File: src/rtl/multiplicador_seq_if.sv
// Operand/result bundle for the sequential multiplier: the requester drives
// start and operands, the multiplier returns busy, done and the product.
interface multiplicador_seq_if #(
    parameter int WIDTH = 8
) ();
    logic                 start;
    logic                 sgn;
    logic [WIDTH-1:0]     b_in;
    logic [WIDTH-1:0]     q_in;
    logic                 busy;
    logic                 done;
    logic [2*WIDTH-1:0]   p_out;

    modport master (
        output start, sgn, b_in, q_in,
        input  busy, done, p_out
    );

    modport slave (
        input  start, sgn, b_in, q_in,
        output busy, done, p_out
    );
endinterface

File: src/rtl/multiplicador_seq.sv
// Shift-and-add multiplier, one iteration per clock, unsigned or two's-complement
// signed; the signed mode subtracts the multiplicand on the final (sign) bit.
module multiplicador_seq #(
    parameter int WIDTH = 8
) (
    input  logic             clk,
    input  logic             rst,
    multiplicador_seq_if.slave bus
);
    localparam int CW = $clog2(WIDTH);

    typedef enum logic [1:0] {
        IDLE = 2'd0,
        CALC = 2'd1,
        DONE = 2'd2
    } state_t;

    state_t               state;
    state_t               state_next;

    logic [WIDTH:0]       a_reg;
    logic [WIDTH:0]       b_ext;
    logic [WIDTH:0]       sum;
    logic [WIDTH:0]       a_next;
    logic [WIDTH-1:0]     q_reg;
    logic [WIDTH-1:0]     q_next;
    logic [WIDTH-1:0]     b_reg;
    logic [CW-1:0]        cnt;
    logic                 sgn_reg;
    logic                 accept;
    logic                 last_iter;
    logic                 shift_in;
    logic [2*WIDTH-1:0]   p_reg;

    always_ff @(posedge clk or negedge rst) begin
        if (!rst) begin
            state <= IDLE;
        end else begin
            state <= state_next;
        end
    end

    // Start is only honoured in IDLE, so requests while busy fall through silently.
    always_comb begin
        state_next = state;
        accept     = 1'b0;
        bus.busy   = 1'b0;
        bus.done   = 1'b0;
        case (state)
            IDLE: begin
                if (bus.start) begin
                    accept     = 1'b1;
                    state_next = CALC;
                end
            end
            CALC: begin
                bus.busy = 1'b1;
                if (last_iter) begin
                    state_next = DONE;
                end
            end
            DONE: begin
                bus.busy   = 1'b1;
                bus.done   = 1'b1;
                state_next = IDLE;
            end
            default: begin
                state_next = IDLE;
            end
        endcase
    end

    // The guard bit of A holds the carry (unsigned) or the true sign (signed),
    // so the add never overflows and the shift can feed it back into A.
    always_comb begin
        last_iter = (cnt == '0);
        b_ext     = sgn_reg ? {b_reg[WIDTH-1], b_reg} : {1'b0, b_reg};
        sum       = a_reg;
        if (q_reg[0]) begin
            if (sgn_reg && last_iter) begin
                sum = a_reg - b_ext;
            end else begin
                sum = a_reg + b_ext;
            end
        end
        shift_in = sgn_reg ? sum[WIDTH] : 1'b0;
        a_next   = {shift_in, sum[WIDTH:1]};
        q_next   = {sum[0], q_reg[WIDTH-1:1]};
    end

    always_ff @(posedge clk or negedge rst) begin
        if (!rst) begin
            a_reg   <= '0;
            q_reg   <= '0;
            b_reg   <= '0;
            cnt     <= '0;
            sgn_reg <= 1'b0;
            p_reg   <= '0;
        end else begin
            if (accept) begin
                a_reg   <= '0;
                q_reg   <= bus.q_in;
                b_reg   <= bus.b_in;
                sgn_reg <= bus.sgn;
                cnt     <= CW'(WIDTH - 1);
            end else if (state == CALC) begin
                a_reg <= a_next;
                q_reg <= q_next;
                cnt   <= cnt - 1'b1;
                if (last_iter) begin
                    p_reg <= {a_next[WIDTH-1:0], q_next};
                end
            end
        end
    end

    assign bus.p_out = p_reg;

endmodule

File: src/flat_wrapper.sv
// flat-port wrapper written by rule: the top's interface ports become plain ports
module multiplicador_seq_flat 
#(
    parameter int WIDTH = 8
)
  (clk, rst, bus_start, bus_sgn, bus_b_in, bus_q_in, bus_busy, bus_done, bus_p_out);
  multiplicador_seq_if #(.WIDTH(WIDTH)) bus_i ();
  input  logic clk;
  input  logic rst;
  input wire logic [$bits(bus_i.start)-1:0] bus_start;
  input wire logic [$bits(bus_i.sgn)-1:0] bus_sgn;
  input wire logic [$bits(bus_i.b_in)-1:0] bus_b_in;
  input wire logic [$bits(bus_i.q_in)-1:0] bus_q_in;
  output wire logic [$bits(bus_i.busy)-1:0] bus_busy;
  output wire logic [$bits(bus_i.done)-1:0] bus_done;
  output wire logic [$bits(bus_i.p_out)-1:0] bus_p_out;
  assign bus_i.start = bus_start;
  assign bus_i.sgn = bus_sgn;
  assign bus_i.b_in = bus_b_in;
  assign bus_i.q_in = bus_q_in;
  assign bus_busy = bus_i.busy;
  assign bus_done = bus_i.done;
  assign bus_p_out = bus_i.p_out;
  multiplicador_seq #(.WIDTH(WIDTH)) u_core (.clk(clk), .rst(rst), .bus(bus_i));
endmodule
File: config.mk
export PLATFORM = sky130hd
export DESIGN_NAME = multiplicador_seq_flat
export DESIGN_NICKNAME = d
export VERILOG_FILES = /design/src/rtl/multiplicador_seq_if.sv /design/src/rtl/multiplicador_seq.sv /design/src/flat_wrapper.sv
export SDC_FILE = /design/constraint.sdc
export NUM_CORES = 1
export LEC_CHECK = 0
export CAP_MARGIN = 40
export CORE_AREA = 2 2 76 78
export CTS_CLUSTER_DIAMETER = 50
export CTS_CLUSTER_SIZE = 20
export DETAILED_ROUTE_END_ITERATION = 8
export DIE_AREA = 0 0 78 80
export PLACE_DENSITY = 0.72
export SLEW_MARGIN = 30
export SYNTH_ARGS = -nofsm -noshare
export SYNTH_HDL_FRONTEND = slang
export SYNTH_SLANG_ARGS = --single-unit
File: constraint.sdc
create_clock -name clk -period 3.6 [get_ports clk]
set_input_delay 0.72 -clock clk [delete_from_list [all_inputs] [get_ports clk]]
set_output_delay 0.72 -clock clk [all_outputs]
set_load 0.05 [all_outputs]
==> run summary <==
DRT
----------------------------------------------------------------------------------
Average wire per cell in the routed design                                 13.5 µm
Count of TritonRoute iterations in the first routing pass                        4
Number of vias in the routed layout                                           2005
Wire length after detailed routing                                         5120 µm
Vias/cell                                                                     5.28
Antenna Nets Post-Route                                                          0
Iteration-0 DRC count of the detailed router                                    85
Drt drc                                                                          0

GLOBAL ROUTING
----------------------------------------------------------------------------------
Congestion Overflow GR                                                           0
Maximum number of pins on one net before global-route repair                    48
Overall global routing resource usage                                        0.182
Global-route wire length before repair                                     8960 µm
Number of antenna violations at the first check in global routing                0
Vias in the first global route                                                1958

TIMING
----------------------------------------------------------------------------------
Time the worst path needs with I/O delays and setup                        3190 ps
Total negative slack for setup checks                                         0 ps
Post-route fraction of the period consumed by the critical path              0.886
Final count of pins violating max slew                                           0
Endpoints failing setup                                                          0
RSZ-0062 raised after global routing                                            no
Max transition margin                                                        0.472
Fin worst setup slack                                                       411 ps
Max Freq                                                                 0.314 GHz
Transition at the pin with the smallest max-transition slack                791 ps
Number of endpoints with negative hold slack in the final report                 0
Clock skew                                                                 4.24 ps
Worst hold margin                                                           423 ps

PWR
----------------------------------------------------------------------------------
Net Sw Power                                                               1.35 mW
Switching Fraction                                                           0.457
Total Power                                                                2.94 mW
Clock share of power                                                         0.105
Power per cell area                                                     945 mW/mm²
Fraction of power consumed by sequential logic                               0.309
Maximum vdd ir drop                                                     0.000405 V
Portion of total power attributed to combinational logic                     0.585
Leak pwr                                                                   1.42 nW
Cell-internal power                                                        1.60 mW

SETUP PATH
----------------------------------------------------------------------------------
Critical-path maximum fanout                                                     5
Reg2reg path depth                                                              13
Worst reg2reg path startpoint                                         u_core.cnt[0]
Data arrival time at the worst-slack endpoint                              3350 ps
Reg-to-reg endpoint                                                   u_core.bus.p_out[12]
Critical path startpoint category                                             flop
Source of the critical timing path                                    u_core.cnt[0]
CP max stage cell                                                     sky130_fd_sc_hd__a2111oi_1
Biggest cell delay along the critical path                                  450 ps
Worst path required time                                                   3760 ps
Critical Path Sink Type                                                       flop
Cells along the critical path                                         inv_1 -> ha_1 -> nor2b_1 -> nand2_1 -> o21ai_1 -> inv_1 -> ha_1 -> nor2b_1 -> o21a_1 -> o21a_1 -> o2111a_1 -> a2111oi_1 -> o21ai_1
Worst setup path class                                                  reg -> reg
Flop-to-flop setup slack                                                    410 ps

CLOCK TREE
----------------------------------------------------------------------------------
Total setup buffers inserted after CTS                                           0
Cts-stage hold buffer count                                                      0
Clock tree root buffer cell                                           sky130_fd_sc_hd__clkbuf_8
Number of levels in the clock H-tree                                             2
Buffers from clock root to sink, at most                                         2
Cts bufs inserted                                                                5
Cells resized by post-CTS repair                                                 0
Clk pin slew, worst setup/hold paths                                         80 ps
Clock tree from TritonCTS                                                     done
Clk_lat worst skew                                                          300 ps
Clock sinks                                                                     47

FINISH
----------------------------------------------------------------------------------
Area growth from synthesis to layout                                         19.9%
Layout cell share with drive strength beyond 1                              0.0747
Antenna diode count                                                              0
Flip-flop count of the largest register, all copies and words added             16
Number of nets in the layout                                                   343
Final non-filler cell area                                             0.00312 mm²

SYNTH
----------------------------------------------------------------------------------
Portion of the post-synthesis area used by sequential elements               0.452
Syn_area_per_cell                                                         9.52 µm²
Number of library cell types mapped by synthesis                                43
Total nets after synthesis                                                     309
Synth Register Bits                                                             47
Cells after synthesis                                                          273
Number of warnings reported in the yosys synthesis log                           0
Post-Synthesis Cell Area                                               0.00260 mm²

WORST HOLD PATH
----------------------------------------------------------------------------------
Worst min-delay path class                                             in -> async

PLACED DESIGN
----------------------------------------------------------------------------------
Routability-driven placement congestion ratio                                0.806
DP Area                                                                0.00302 mm²
Hpwl dp                                                                    3640 µm
Post-placement worst setup slack                                            423 ps
IO buf count                                                                    37

FLOORPLAN
----------------------------------------------------------------------------------
Horiz. Die Dim                                                               78 µm
Chip height                                                                  80 µm
Effective utilization at floorplan                                           0.481
Area enclosed by the die boundary                                      0.00624 mm²
Count of pins on the block boundary                                             38
Std-Cell Core Area                                                     0.00541 mm²
Row count                                                                       27

FLOW RUN
----------------------------------------------------------------------------------
Max cap viols                                                                    0

RUN STATUS
----------------------------------------------------------------------------------
Run status                                                            finished, final reports clean

## power groups by stage
stage / clock network [mW] / logic (mW) / registers [mW]
floorplan: 0 / 1.20 / 1.03
finish: 0.310 / 1.72 / 0.911
global route: 0.345 / 1.93 / 0.943
global placement: 0 / 1.68 / 0.915
CTS: 0.326 / 1.73 / 0.911
detailed placement: 0 / 1.72 / 0.918
## area by class of cell
type / instances / area, µm²
Fill cell: 503 / 2290
Clock buffer: 6 / 72.6
Sequential cell: 47 / 1180
Tap cell: 72 / 90.1
Clock inverter: 2 / 12.5
Inverter: 13 / 48.8
Timing Repair Buffer: 40 / 394
Multi-Input combinational cell: 200 / 1320
## through the flow
step,cells,util
4_1_cts,379,0.575
3_3_place_gp,371,0.558
2_1_floorplan,273,-
5_1_grt,380,0.577
3_5_place_dp,371,0.559
6_report,380,0.577
## cells in the final DEF, fill, tap and decap left out, drive strengths merged, types with 2 or more instances in the layout
| cell type | netlist | final |
|---|---|---|
| a211oi | 5 | 5 |
| a21oi | 9 | 9 |
| a31oi | 4 | 4 |
| and2 | 3 | 3 |
| and3 | 2 | 2 |
| buf | 4 | 4 |
| clkbuf | 9 | 6 |
| clkdlybuf4s50 | 0 | 36 |
| dfrtp | 47 | 47 |
| ha | 15 | 15 |
| inv | 13 | 13 |
| mux2 | 9 | 9 |
| mux2i | 9 | 9 |
| nand2 | 50 | 50 |
| nor2 | 11 | 11 |
| nor2b | 6 | 6 |
| nor3 | 5 | 5 |
| o21a | 5 | 5 |
| o21ai | 34 | 34 |
| or3 | 3 | 3 |
| or4 | 5 | 5 |
| xnor2 | 5 | 5 |
| xor2 | 4 | 4 |
## how the worst max path moves through the flow
stage               depth (start not counted)              endpoint  slack (ps)
global placement                           13  u_core.bus.p_out[12]         520
floorplan                                  13       u_core.a_reg[4]         710
detailed placement                         13  u_core.bus.p_out[12]         420
CTS                                        13  u_core.bus.p_out[12]         400
finish                                     13  u_core.bus.p_out[12]         410
global route                               13       u_core.a_reg[4]         180
## cell usage after synthesis
master	number	area [µm²]
sky130_fd_sc_hd__nand2_1	50	188
sky130_fd_sc_hd__dfrtp_1	47	1180
sky130_fd_sc_hd__o21ai_0	19	95.1
sky130_fd_sc_hd__ha_1	15	188
sky130_fd_sc_hd__o21ai_1	15	75.1
sky130_fd_sc_hd__inv_1	12	45.0
sky130_fd_sc_hd__nor2_1	11	41.3
sky130_fd_sc_hd__a21oi_1	9	45.0
sky130_fd_sc_hd__clkbuf_1	9	33.8
sky130_fd_sc_hd__mux2i_1	9	90.1
sky130_fd_sc_hd__mux2_2	6	67.6
sky130_fd_sc_hd__nor2b_1	6	37.5
sky130_fd_sc_hd__a211oi_1	5	37.5
sky130_fd_sc_hd__nor3_1	5	25.0
sky130_fd_sc_hd__o21a_1	5	37.5
sky130_fd_sc_hd__xnor2_1	5	43.8
sky130_fd_sc_hd__a31oi_1	4	25.0
sky130_fd_sc_hd__or4_1	4	30.0
sky130_fd_sc_hd__xor2_1	4	35.0
sky130_fd_sc_hd__and2_1	3	18.8
sky130_fd_sc_hd__buf_2	3	15.0
sky130_fd_sc_hd__mux2_1	3	33.8
sky130_fd_sc_hd__or3_1	3	18.8
sky130_fd_sc_hd__and3_1	2	12.5
sky130_fd_sc_hd__a2111oi_1	1	10.0
sky130_fd_sc_hd__a21boi_0	1	7.51
sky130_fd_sc_hd__a2bb2oi_2	1	15.0
sky130_fd_sc_hd__a32oi_1	1	8.76
sky130_fd_sc_hd__and3b_1	1	8.76
sky130_fd_sc_hd__buf_1	1	3.75
sky130_fd_sc_hd__fa_1	1	20.0
sky130_fd_sc_hd__inv_2	1	3.75
sky130_fd_sc_hd__nand3b_1	1	7.51
sky130_fd_sc_hd__nor4_2	1	12.5
sky130_fd_sc_hd__o2111a_1	1	11.3
sky130_fd_sc_hd__o21ba_2	1	10.0
sky130_fd_sc_hd__o22a_1	1	8.76
sky130_fd_sc_hd__o22ai_2	1	12.5
sky130_fd_sc_hd__o31a_1	1	8.76
sky130_fd_sc_hd__o31ai_1	1	7.51
sky130_fd_sc_hd__o41ai_1	1	8.76
sky130_fd_sc_hd__or3b_1	1	8.76
sky130_fd_sc_hd__or4_4	1	11.3
## cells by family after synthesis
family          count (synthesis)  share of synthesized area
simple gates                   89                      0.162
compound gates                 68                      0.163
flops                          47                      0.452
buf+inv                        26                     0.0390
mux                            18                     0.0736
fa+ha+maj                      16                     0.0799
xor+xnor                        9                     0.0303
## critical path: cells and delay by family (launching register included)
kind / cells / cell delay (ps)
AO/OA/AOI/OAI: 6 / 1470
AND/OR/NAND/NOR: 3 / 630
adder cells (fa/ha/maj): 2 / 410
flip-flops: 1 / 400
buffers and inverters: 2 / 150
## metal layers
layer	part of all wire	wire length, µm	global-route usage
met4	0.014	73	0.0596
met3	0.039	201	0.0407
met2	0.47	2380	0.303
met5	0	0	0
met1	0.48	2460	0.236
(Power assumes the default switching activity.)
